==> src/rtl/tiny_tpu_uart_top.sv <==
// tiny_tpu_uart_top
// UART-controlled 2x2 int8 MLP engine. The host sends command bytes over an
// 8N1 link to load a weight matrix and an input vector, run 1..7 layers, and
// read back the two 32-bit signed accumulators or a status byte.
//
// Ports
//   clk, rst                 rising-edge clock, synchronous active-high reset
//   uart_rx / uart_tx        8N1 serial in (asynchronous) / serial out, idle high
//   mlp_*_dbg                MLP FSM state, MAC cycle, layer, layer pulse,
//                            accumulators and result-valid flag
//   uart_*_dbg               command FSM state, last command, payload count,
//                            response index, TX handshake, RX pulse,
//                            weights-loaded flag, MLP start pulse
module tiny_tpu_uart_top #(
    parameter int CLOCK_FREQ = 100_000_000,
    parameter int BAUD_RATE  = 115200
) (
    input  logic        clk,
    input  logic        rst,
    input  logic        uart_rx,
    output logic        uart_tx,
    output logic [3:0]  mlp_state_dbg,
    output logic [4:0]  mlp_cycle_cnt_dbg,
    output logic [2:0]  mlp_layer_dbg,
    output logic        mlp_layer_complete_dbg,
    output logic [31:0] mlp_acc0_dbg,
    output logic [31:0] mlp_acc1_dbg,
    output logic        mlp_acc_valid_dbg,
    output logic [3:0]  uart_state_dbg,
    output logic [7:0]  uart_cmd_dbg,
    output logic [2:0]  uart_byte_count_dbg,
    output logic [1:0]  uart_resp_idx_dbg,
    output logic        uart_tx_valid_dbg,
    output logic        uart_tx_ready_dbg,
    output logic        uart_rx_valid_dbg,
    output logic        uart_weights_ready_dbg,
    output logic        uart_start_mlp_dbg
);

    localparam int DIV  = CLOCK_FREQ / BAUD_RATE;
    localparam int HALF = DIV / 2;
    localparam int CW   = $clog2(DIV + 1);

    // ------------------------------------------------------------------
    // Receiver: bit 0 is the start-bit check at half a period, bits 1..8
    // are data (LSB first), bit 9 is the stop bit.
    // ------------------------------------------------------------------
    logic          rx_meta, rx_sync;
    logic          rx_busy;
    logic [CW-1:0] rx_cnt;
    logic [3:0]    rx_bit;
    logic [7:0]    rx_sh;
    logic          rx_valid;
    logic [7:0]    rx_data;

    always_ff @(posedge clk) begin
        if (rst) begin
            rx_meta  <= 1'b1;
            rx_sync  <= 1'b1;
            rx_busy  <= 1'b0;
            rx_cnt   <= '0;
            rx_bit   <= '0;
            rx_sh    <= '0;
            rx_valid <= 1'b0;
            rx_data  <= '0;
        end else begin
            rx_meta  <= uart_rx;
            rx_sync  <= rx_meta;
            rx_valid <= 1'b0;
            if (!rx_busy) begin
                if (!rx_sync) begin
                    rx_busy <= 1'b1;
                    rx_cnt  <= '0;
                    rx_bit  <= '0;
                end
            end else if (rx_cnt == ((rx_bit == 4'd0) ? CW'(HALF - 1) : CW'(DIV - 1))) begin
                rx_cnt <= '0;
                if (rx_bit == 4'd0) begin
                    // glitch shorter than half a bit: not a real start
                    if (rx_sync) rx_busy <= 1'b0;
                    else         rx_bit  <= 4'd1;
                end else if (rx_bit == 4'd9) begin
                    rx_busy <= 1'b0;
                    if (rx_sync) begin
                        rx_valid <= 1'b1;
                        rx_data  <= rx_sh;
                    end
                end else begin
                    rx_sh  <= {rx_sync, rx_sh[7:1]};
                    rx_bit <= rx_bit + 4'd1;
                end
            end else begin
                rx_cnt <= rx_cnt + CW'(1);
            end
        end
    end

    // ------------------------------------------------------------------
    // Transmitter: start bit goes out on load, then 8 data bits and the
    // stop bit are shifted out of tx_sh, one per DIV cycles.
    // ------------------------------------------------------------------
    logic          tx_busy;
    logic [CW-1:0] tx_cnt;
    logic [3:0]    tx_bit;
    logic [8:0]    tx_sh;
    logic          tx_valid;
    logic          tx_ready;
    logic [7:0]    tx_byte;

    assign tx_ready = ~tx_busy;

    always_ff @(posedge clk) begin
        if (rst) begin
            uart_tx <= 1'b1;
            tx_busy <= 1'b0;
            tx_cnt  <= '0;
            tx_bit  <= '0;
            tx_sh   <= '1;
        end else if (!tx_busy) begin
            if (tx_valid) begin
                uart_tx <= 1'b0;
                tx_sh   <= {1'b1, tx_byte};
                tx_busy <= 1'b1;
                tx_cnt  <= '0;
                tx_bit  <= '0;
            end
        end else if (tx_cnt == CW'(DIV - 1)) begin
            tx_cnt <= '0;
            if (tx_bit == 4'd9) begin
                tx_busy <= 1'b0;
            end else begin
                uart_tx <= tx_sh[0];
                tx_sh   <= {1'b1, tx_sh[8:1]};
                tx_bit  <= tx_bit + 4'd1;
            end
        end else begin
            tx_cnt <= tx_cnt + CW'(1);
        end
    end

    // ------------------------------------------------------------------
    // Command FSM
    // ------------------------------------------------------------------
    typedef enum logic [2:0] {
        C_IDLE = 3'd0, C_RX_PAYLOAD = 3'd1, C_EXEC = 3'd2,
        C_TX_BYTE = 3'd3, C_TX_WAIT = 3'd4
    } cmd_state_t;

    typedef enum logic [1:0] {
        M_IDLE = 2'd0, M_MAC = 2'd1, M_ACT = 2'd2, M_DONE = 2'd3
    } mlp_state_t;

    cmd_state_t       c_state, c_next;
    mlp_state_t       m_state, m_next;
    logic [7:0]       cmd;
    logic [2:0]       byte_count;
    logic [1:0]       resp_idx;
    logic [3:0][7:0]  pay;
    logic [3:0][7:0]  w;
    logic             weights_ready;
    logic [2:0]       run_n;
    logic             start_mlp, load_x;
    logic [2:0]       pay_len;
    logic [1:0]       resp_last;
    logic             rx_is_cmd;
    logic             n_ok;

    logic signed [31:0] acc0, acc1;
    logic signed [7:0]  x0, x1;
    logic [2:0]         layer;
    logic [4:0]         cycle_cnt;
    logic               acc_valid;
    logic [7:0]         status_byte;
    logic [31:0]        acc_sel;

    assign rx_is_cmd   = (rx_data >= 8'h01) && (rx_data <= 8'h06);
    assign pay_len     = (cmd == 8'h01) ? 3'd4 : (cmd == 8'h02) ? 3'd2 : 3'd1;
    assign resp_last   = (cmd == 8'h06) ? 2'd0 : 2'd3;
    assign n_ok        = (pay[0] >= 8'd1) && (pay[0] <= 8'd7);
    assign status_byte = {weights_ready, acc_valid, 2'b00, 2'b00, m_state};
    assign acc_sel     = (cmd == 8'h04) ? acc0 : acc1;

    always_ff @(posedge clk) begin
        if (rst) c_state <= C_IDLE;
        else     c_state <= c_next;
    end

    always_comb begin
        c_next    = c_state;
        tx_valid  = 1'b0;
        tx_byte   = 8'h00;
        start_mlp = 1'b0;
        load_x    = 1'b0;
        case (c_state)
            C_IDLE: begin
                if (rx_valid && rx_is_cmd)
                    c_next = (rx_data <= 8'h03) ? C_RX_PAYLOAD : C_EXEC;
            end
            C_RX_PAYLOAD: begin
                if (rx_valid && (byte_count == pay_len - 3'd1)) c_next = C_EXEC;
            end
            C_EXEC: begin
                load_x    = (cmd == 8'h02);
                start_mlp = (cmd == 8'h03) && weights_ready && (m_state == M_IDLE) && n_ok;
                c_next    = (cmd >= 8'h04) ? C_TX_BYTE : C_IDLE;
            end
            C_TX_BYTE: begin
                tx_valid = 1'b1;
                tx_byte  = (cmd == 8'h06) ? status_byte : acc_sel[resp_idx*8 +: 8];
                if (tx_ready) c_next = C_TX_WAIT;
            end
            C_TX_WAIT: begin
                // tx_ready drops the cycle after the handshake, so rising
                // ready here means the byte has fully left the wire
                if (tx_ready) c_next = (resp_idx == resp_last) ? C_IDLE : C_TX_BYTE;
            end
            default: c_next = C_IDLE;
        endcase
    end

    always_ff @(posedge clk) begin
        if (rst) begin
            cmd           <= '0;
            byte_count    <= '0;
            resp_idx      <= '0;
            pay           <= '0;
            w             <= '0;
            weights_ready <= 1'b0;
            run_n         <= '0;
        end else begin
            case (c_state)
                C_IDLE: begin
                    if (rx_valid && rx_is_cmd) begin
                        cmd        <= rx_data;
                        byte_count <= '0;
                        resp_idx   <= '0;
                    end
                end
                C_RX_PAYLOAD: begin
                    if (rx_valid) begin
                        pay[byte_count[1:0]] <= rx_data;
                        byte_count           <= byte_count + 3'd1;
                    end
                end
                C_EXEC: begin
                    resp_idx <= '0;
                    if (cmd == 8'h01) begin
                        w             <= pay;
                        weights_ready <= 1'b1;
                    end
                    if (start_mlp) run_n <= pay[0][2:0];
                end
                C_TX_WAIT: begin
                    if (tx_ready && (resp_idx != resp_last)) resp_idx <= resp_idx + 2'd1;
                end
                default: ;
            endcase
        end
    end

    // ------------------------------------------------------------------
    // MLP FSM and datapath
    // ------------------------------------------------------------------
    logic signed [7:0]  mac_w, mac_x;
    logic signed [15:0] prod;
    logic signed [31:0] prod_ext;
    logic               more_layers;

    function automatic logic [7:0] relu8(input logic signed [31:0] a);
        if (a < 0)             return 8'd0;
        else if (a > 32'sd127) return 8'd127;
        else                   return a[7:0];
    endfunction

    assign more_layers = (layer < run_n - 3'd1);

    always_comb begin
        case (cycle_cnt[1:0])
            2'd0:    begin mac_w = w[0]; mac_x = x0; end
            2'd1:    begin mac_w = w[1]; mac_x = x1; end
            2'd2:    begin mac_w = w[2]; mac_x = x0; end
            default: begin mac_w = w[3]; mac_x = x1; end
        endcase
        prod     = mac_w * mac_x;
        prod_ext = {{16{prod[15]}}, prod};
    end

    always_ff @(posedge clk) begin
        if (rst) m_state <= M_IDLE;
        else     m_state <= m_next;
    end

    always_comb begin
        m_next = m_state;
        case (m_state)
            M_IDLE: if (start_mlp) m_next = M_MAC;
            M_MAC:  if (cycle_cnt == 5'd3) m_next = M_ACT;
            M_ACT:  m_next = more_layers ? M_MAC : M_DONE;
            M_DONE: m_next = M_IDLE;
            default: m_next = M_IDLE;
        endcase
    end

    always_ff @(posedge clk) begin
        if (rst) begin
            acc0      <= '0;
            acc1      <= '0;
            x0        <= '0;
            x1        <= '0;
            layer     <= '0;
            cycle_cnt <= '0;
            acc_valid <= 1'b0;
        end else begin
            if (load_x) begin
                x0        <= pay[0];
                x1        <= pay[1];
                acc_valid <= 1'b0;
            end
            case (m_state)
                M_IDLE: begin
                    if (start_mlp) begin
                        acc0      <= '0;
                        acc1      <= '0;
                        layer     <= '0;
                        acc_valid <= 1'b0;
                    end
                end
                M_MAC: begin
                    if (cycle_cnt < 5'd2) acc0 <= acc0 + prod_ext;
                    else                  acc1 <= acc1 + prod_ext;
                    cycle_cnt <= (cycle_cnt == 5'd3) ? 5'd0 : cycle_cnt + 5'd1;
                end
                M_ACT: begin
                    if (more_layers) begin
                        x0    <= relu8(acc0);
                        x1    <= relu8(acc1);
                        acc0  <= '0;
                        acc1  <= '0;
                        layer <= layer + 3'd1;
                    end
                end
                M_DONE: acc_valid <= 1'b1;
                default: ;
            endcase
        end
    end

    // ------------------------------------------------------------------
    // Debug taps
    // ------------------------------------------------------------------
    assign mlp_state_dbg          = {2'b00, m_state};
    assign mlp_cycle_cnt_dbg      = cycle_cnt;
    assign mlp_layer_dbg          = layer;
    assign mlp_layer_complete_dbg = (m_state == M_ACT);
    assign mlp_acc0_dbg           = acc0;
    assign mlp_acc1_dbg           = acc1;
    assign mlp_acc_valid_dbg      = acc_valid;
    assign uart_state_dbg         = {1'b0, c_state};
    assign uart_cmd_dbg           = cmd;
    assign uart_byte_count_dbg    = byte_count;
    assign uart_resp_idx_dbg      = resp_idx;
    assign uart_tx_valid_dbg      = tx_valid;
    assign uart_tx_ready_dbg      = tx_ready;
    assign uart_rx_valid_dbg      = rx_valid;
    assign uart_weights_ready_dbg = weights_ready;
    assign uart_start_mlp_dbg     = start_mlp;

endmodule

==> config.mk <==
export PLATFORM = sky130hd
export DESIGN_NAME = tiny_tpu_uart_top
export DESIGN_NICKNAME = d
export VERILOG_FILES = /design/src/rtl/tiny_tpu_uart_top.sv
export SDC_FILE = /design/constraint.sdc
export NUM_CORES = 1
export LEC_CHECK = 0
export ABC_AREA = 1
export ABC_CLOCK_PERIOD_IN_PS = 9950
export BUFFER_PORTS_ARGS = -buffer_cell sky130_fd_sc_hd__buf_2
export CAP_MARGIN = 40
export CORE_MARGIN = 2
export CORE_UTILIZATION = 39
export CTS_CLUSTER_SIZE = 20
export DETAILED_ROUTE_END_ITERATION = 7
export HOLD_SLACK_MARGIN = 0.15
export PLACE_DENSITY = 0.58
export SKIP_LAST_GASP = 1
export SLEW_MARGIN = 0
export SYNTH_ARGS = -nofsm -noshare
export SYNTH_HDL_FRONTEND = slang
export SYNTH_SLANG_ARGS = --single-unit
==> constraint.sdc <==
create_clock -name clk -period 9.95 [get_ports clk]
set_clock_uncertainty 0.1 [all_clocks]
set_input_delay 1.4925 -clock clk [delete_from_list [all_inputs] [get_ports clk]]
set_output_delay 1.4925 -clock clk [all_outputs]
set_load 0.05 [all_outputs]
=== After elaboration in Yosys (flattened, before gate mapping) ===
Index checks and enable logic that the tools add are counted.

* Flip-flop bits (word level): 234
* Latch bits: 0
* Bits in writable memories: 0
* ROM bits: 0
* Input port bits: 3
* Output and inout port bits: 101
* Word-level logic and storage cells: 232
* Memories kept: 0

* $add $sub $neg: 12
* Multiply operators: 1
* Div/mod/pow operators: 0
* Order comparisons: 14
* Equal/unequal tests: 39
* Shifts and indexed selects: 1
* Multiplexer cells: 90
* Bitwise logic cells: 5
* Reduce and logical (&&, ||, !) cells: 35

{| class="wikitable"
|+ Operators with widths
! cell !! count
|-
| 32-bit case mux with 3 select lines || 2
|-
| 32-bit 2-to-1 mux || 5
|-
| 8-bit 2-to-1 mux || 14
|-
| 10-bit 2-to-1 mux || 7
|-
| 32-bit by 16-bit adder with 32-bit output || 2
|-
| 32-bit by 8-bit > comparator with 1-bit output, second input constant || 2
|-
| 32-bit by 1-bit less-than comparator with 1-bit output, second input constant || 2
|-
| 4-bit 2-to-1 mux || 10
|-
| 9-bit 2-to-1 mux || 4
|-
| 32-bit bitwise mux || 1
|-
| 32-bit by 6-bit variable part select with 8-bit output || 1
|-
| 3-bit 2-to-1 mux || 9
|-
| 8-bit case mux with 3 select lines || 1
|-
| 2-bit != test, second input constant || 11
|-
| 10-bit by 1-bit adder with 10-bit output, second input constant || 2
|-
| 2-bit 2-to-1 mux || 10
|-
| 4-bit AND reduction || 5
|-
| 1-bit 2-to-1 mux || 19
|-
| 8-bit demux with 2-bit select || 1
|-
| 8-bit by 2-bit == test with 1-bit output, second input constant || 2
|-
| 8-bit by 3-bit == test with 1-bit output, second input constant || 2
|-
| 8-bit by 1-bit greater-or-equal comparator with 1-bit output, second input constant || 2
|-
| 8-bit by 3-bit <= comparator with 1-bit output, second input constant || 2
|-
| 8-bit by 8-bit multiplier with 16-bit output || 1
|-
| other kinds (44) || 80
|}

=== Logic depth before layout (Yosys ltp) ===
* Depth after elaboration: 8
* Mapped depth: 42
* Gate-level depth less buffers: 40

=== Least setup slack after synthesis ===
No wires, ideal clock.

* Path kind: register -> register
* Start point: register cycle_cnt[0], in the netlist mlp_cycle_cnt_dbg[0]
* End point: register acc1[29], in the netlist mlp_acc1_dbg[29]
* Setup time: 132 ps
* Data arrival time: 7588 ps
* Data required time: 9718 ps
* Slack: 2129 ps
* Stages on the path, launching flop included: 36
* Path buffers: 2
* Clock period less this slack: 7821 ps
* Cells stage by stage: dfxtp_1 > inv_1 > ha_1 > clkbuf_1 > nor2_1 > clkbuf_1 > o21ai_0 > inv_1 > nor2_1 > fa_1 > inv_1 > fa_1 > inv_1 > fa_1 > inv_1 > fa_1 > inv_1 > ha_1 > nand2_1 > nor2_1 > nand3_1 > inv_1 > nor2_1 > nand3_1 > nand2_1 > ha_1 > nand2_1 > inv_1 > a21oi_1 > nor2_1 > nor2_1 > nor2_1 > nor3_1 > nand3_1 > nand3_2 > a21oi_1

* Word-level cells in the longest chain between the ends: 7
* Elaborated cells between the ends (all ways): 13
* Classes of those cells: add/sub (1); mul (1); order compare (1); eq/ne (3); mux (4); reduce/logical (3)

{| class="wikitable"
|+ RTL lines
! element !! RTL line !! text
|-
| from (decl) || 171 || <nowiki>logic [4:0] cycle_cnt;</nowiki>
|-
| from (signal assigned) || 331 || <nowiki>cycle_cnt <= (cycle_cnt == 5'd3) ? 5'd0 : cycle_cnt + 5'd1;</nowiki>
|-
| 2-bit == test or 2-bit zero test (tied branches) || 278 || <nowiki>case (cycle_cnt[1:0])</nowiki>
|-
| 2-bit OR reduction (no line) || n/a ||
|-
| 8-bit 2-to-1 mux || 278 ||
|-
| 8-bit by 8-bit multiplier with 16-bit output || 284 || <nowiki>prod = mac_w * mac_x;</nowiki>
|-
| 32-bit by 16-bit adder with 32-bit output || 330 || <nowiki>else acc1 <= acc1 + prod_ext;</nowiki>
|-
| 32-bit 2-to-1 mux || 329 || <nowiki>if (cycle_cnt < 5'd2) acc0 <= acc0 + prod_ext;</nowiki>
|-
| 32-bit case mux with 3 select lines || 319 || <nowiki>case (m_state)</nowiki>
|-
| to (signal assigned) || 330 ||
|-
| to (decl) || 168 || <nowiki>logic signed [31:0] acc0, acc1;</nowiki>
|}

Parallel ways exist; a longest one is shown, timed or not. The select of a mux whose other input is x is not followed.
A chain may end at the register's enable or synchronous reset.

=== Worst setup path after layout ===
* Start point: register cycle_cnt[0], in the netlist mlp_cycle_cnt_dbg[0]
* End point: register acc0[19], in the netlist mlp_acc0_dbg[19]

* Word-level cells in the longest chain between the ends: 7
* Elaborated cells between the ends (all ways): 13
* Classes of those cells: add/sub (1); mul (1); order compare (1); eq/ne (3); mux (4); reduce/logical (3)

{| class="wikitable"
|+ RTL lines
! element !! RTL line
|-
| 2-bit == test or 2-bit zero test (tied branches) || 278
|-
| 2-bit OR reduction (no line) || n/a
|-
| 8-bit 2-to-1 mux || 278
|-
| 8-bit by 8-bit multiplier with 16-bit output || 284
|-
| 32-bit by 16-bit adder with 32-bit output || 329
|-
| 32-bit 2-to-1 mux || 329
|-
| 32-bit case mux with 3 select lines || 319
|-
| to (signal assigned) || 329
|-
| to (decl) || 168
|}

Parallel ways exist; a longest one is shown, timed or not. The select of a mux whose other input is x is not followed.

==> impl_summary.txt <==
----------------------------------------------------
[Clock network]
  Total number of H-tree levels ... 1
  Total number of clock tree sinks ... 233
  Number of buffers on the longest clock path ... 3
  Clock tree from TritonCTS ... built
  Buffer type at the clock tree root ... sky130_fd_sc_hd__clkbuf_16
  Clock network latency to the later pin of the worst-skew pair ... 0.58 ns
  Number of hold buffers added after CTS ... 0
  Inserted Clock Buffers ... 28
  Number of setup buffers added after CTS ... 0
  Clock-pin slew reported for the worst setup and hold paths after clock tree synthesis ... approximately 0.06 ns
  PostCTS Resize Cnt ... 0

[Setup path]
  Critical-path top delay cell ... sky130_fd_sc_hd__nor2_1
  Dominant delay contributor by cell family on the critical path ... adder cells
  Setup slack of the most critical reg-to-reg path ... 1.71 ns
  Required time of the worst setup path ... approximately 10 ns
  Setup crit end kind ... register
  Worst Path Class, Setup ... register to register
  Critical path buffer and inverter count ... 6
  Data arrival time of the critical path ... 8.56 ns
  Maximum single-stage delay on the critical path ... 0.67 ns
  Kind of launch point of the worst setup path ... register
  Critical Path Fanout Max ... 16

[Global route]
  Number of global-route vias before repair ... around 17000
  Overall track demand over capacity in global routing ... roughly a quarter
  Overflow left after global routing ... 0
  Largest net degree at the start of global routing ... 84
  Antenna violations before repair ... 0
  Wire length of the first global-routing pass ... 89900 um

[Run status]
  Run status ... finished clean

[Place]
  Placement-stage cell area ... ~0.018 mm^2
  DP Wirelength ... around 45000 um
  Quantity of I/O buffers inserted on ports ... 100
  Routability cong. ... just over 0.9

[Floorplanning]
  Count of pins on the block boundary ... 104
  Number of rows in the core area ... 77
  Floorplan die area ... 0.0463 mm^2
  Die height ... 215 um
  Core region area ... 0.0441 mm^2
  Effective utilization at floorplan ... 39.4%
  Die X-Extent ... 215 um

[Logic synthesis]
  Number of synthesized register bits ... 233
  Number of enable-type register cells in the synthesized netlist ... 0
  Sequential area share after synthesis ... 26.8%
  Post-Syn Area per Cell ... roughly 6.7 um^2
  Count of different cell masters after synthesis ... 60
  Area of the mapped netlist ... 0.0174 mm^2
  Gate Count Post-Synth ... about 2600
  Share of flip-flops with an asynchronous set or reset ... 0%
  Yosys warning count ... 0
  Main flop type after synthesis ... sky130_fd_sc_hd__dfxtp_1

[Timing]
  Time the worst path needs with I/O delays and setup ... 8.24 ns
  Least-Margin Pin Slew ... between 0.8 and 0.9 ns
  RSZ-0062 raised after global routing ... false
  Final total negative setup slack ... 0 ns
  Slew margin rel. ... 41.0%
  Number of endpoints failing setup at the final stage ... 0
  Achievable frequency ... approximately 0.12 GHz
  Endpoints failing hold ... 0
  Crit share post-route ... 82.8%
  Number of max-slew violations in the final report ... 0

[Power]
  Largest voltage drop on the vdd net ... 0.137 mV
  Leakage component of the power ... 8.78 nW
  Register share of total power ... 38.1%
  Reported net switching power ... 0.932 mW
  Clock Power Share ... about two fifths
  Internal Pwr Total ... between 1.5 and 2 mW
  Sw frac ... 34.4%
  Part of the power in combinational logic ... about a fifth
  Power Dens Cells ... 140 mW/mm^2

[Routing]
  Starting DRC count in detailed routing ... 1232
  Total Routed Length ... 57100 um
  Detail-routed net length per standard cell ... 17.3 um
  DR vias ... 17200
  Count of antenna-violating nets left after detailed routing ... 0
  Number of optimization iterations in the first detailed-route pass ... 6
  Residual DRC ... 0
  Via-to-Cell Ratio ... 5.23

[Run]
  Max-capacitance violation count ... 0

[Worst hold path]
  Type of the most critical hold path ... register to register

[Cells and area]
  Area Growth Syn to Fin ... 11.4%
  Fillcell total ... 4744
  Total number of nets in the final design ... 2860
  Non-Filler Cell Area, Final ... 0.0194 mm^2
  Inserted Diodes ... 0
  Fraction of layout instances using a drive strength above 1 ... 7.63%

----------------------------------------------------
==> path summary, 6_finish.rpt <==
check                        from                to  cells past startpoint
min reg2reg               rx_meta           rx_sync                      1
max reg2reg  mlp_cycle_cnt_dbg[0]  mlp_acc0_dbg[19]                     32
max          mlp_cycle_cnt_dbg[0]  mlp_acc0_dbg[19]                     32
min                       rx_meta           rx_sync                      1
==> cell usage after synthesis, drive strengths merged, types with 13 or more instances <==
| cell | n | area share, % |
|---|---|---|
| nand3 | 155 | 4.7 |
| nor3 | 35 | 1.2 |
| xnor2 | 13 | 0.66 |
| buf | 19 | 0.76 |
| fa | 57 | 6.6 |
| o211ai | 34 | 1.5 |
| nand4 | 30 | 1.2 |
| nor2 | 281 | 6.2 |
| o21ai | 187 | 5.4 |
| or2 | 21 | 0.76 |
| nand2 | 563 | 12 |
| ha | 120 | 8.6 |
| a21oi | 278 | 8.0 |
| a211oi | 18 | 0.78 |
| xor2 | 21 | 1.1 |
| clkbuf | 51 | 1.1 |
| dfxtp | 233 | 27 |
| inv | 411 | 8.9 |
==> kinds of logic after synthesis <==
logic type,Yosys count,share of synthesized area [%]
xor+xnor,34,1.71
simple gates,1105,27.1
flops,233,26.8
buf+inv,483,10.8
compound gates,576,18.3
fa+ha+maj,177,15.2
other cells,1,0.0216
==> routing by layer <==
layer	vias up	GRT usage [%]	share of wire, %
li1	8639	-	-
met1	8079	33.2	47
met2	400	40.1	45
met3	89	2.25	4.3
met4	0	7.79	3.1
met5	-	0	0
==> sequential cells by signal, summed over array words and instances, names as in the netlist, 2 cells and up <==
name	flops
mlp_acc0_dbg	32
mlp_acc1_dbg	32
pay	32
w	32
rx_cnt	10
tx_cnt	10
rx_data	8
rx_sh	8
tx_sh	8
uart_cmd_dbg	8
x0	8
x1	8
mlp_cycle_cnt_dbg	5
rx_bit	4
tx_bit	4
c_state	3
mlp_layer_dbg	3
run_n	3
uart_byte_count_dbg	3
m_state	2
uart_resp_idx_dbg	2
==> power groups by stage <==
stage	registers, mW	logic, mW	clock network (mW)
floorplan	1.10	0.352	0
global placement	1.05	0.563	0
detailed placement	1.05	0.570	0
CTS	1.03	0.572	1.13
global route	1.04	0.624	1.17
finish	1.03	0.574	1.10
==> cell usage in the layout (no fill, tap or decap), types with 34 or more instances in the layout <==
cell type / synthesis / routed
sky130_fd_sc_hd__o211ai_1: 34 / 34
sky130_fd_sc_hd__o21ai_0: 180 / 180
sky130_fd_sc_hd__nand3_1: 148 / 148
sky130_fd_sc_hd__fa_1: 57 / 57
sky130_fd_sc_hd__a21oi_1: 277 / 277
sky130_fd_sc_hd__ha_1: 120 / 120
sky130_fd_sc_hd__nor2_1: 277 / 276
sky130_fd_sc_hd__nand2_1: 560 / 560
sky130_fd_sc_hd__buf_2: 12 / 100
sky130_fd_sc_hd__dfxtp_1: 233 / 233
sky130_fd_sc_hd__inv_1: 405 / 404
==> final cells by class <==
| cell class | instances | area (um^2) | share of cell area [%] |
|---|---|---|---|
| flip-flops and latches | 233 | 4660 | 24.1 |
| clock buffers | 37 | 785 | 4.05 |
| repair buffers | 109 | 568 | 2.93 |
| clock inverters | 13 | 204 | 1.05 |
| multi-input cells | 1895 | 10800 | 56.0 |
| inverters | 413 | 1560 | 8.03 |
| well taps | 592 | 741 | 3.82 |
==> per-stage QoR <==
step | setup slack [ns] | hold WS (ns) | std cells | power, mW | util [%]
2_1_floorplan | 2.13 | 0.289 | 2611 | 1.45 | -
3_3_place_gp | 1.96 | 0.297 | 3241 | 1.61 | 41.6
3_5_place_dp | 1.79 | 0.299 | 3242 | 1.62 | 41.6
4_1_cts | 1.75 | 0.310 | 3292 | 2.73 | 43.9
5_1_grt | 0.975 | 0.309 | 3292 | 2.83 | 43.9
6_report | 1.71 | 0.306 | 3292 | 2.71 | 43.9
No activity file was read; power rests on OpenSTA's default activity.
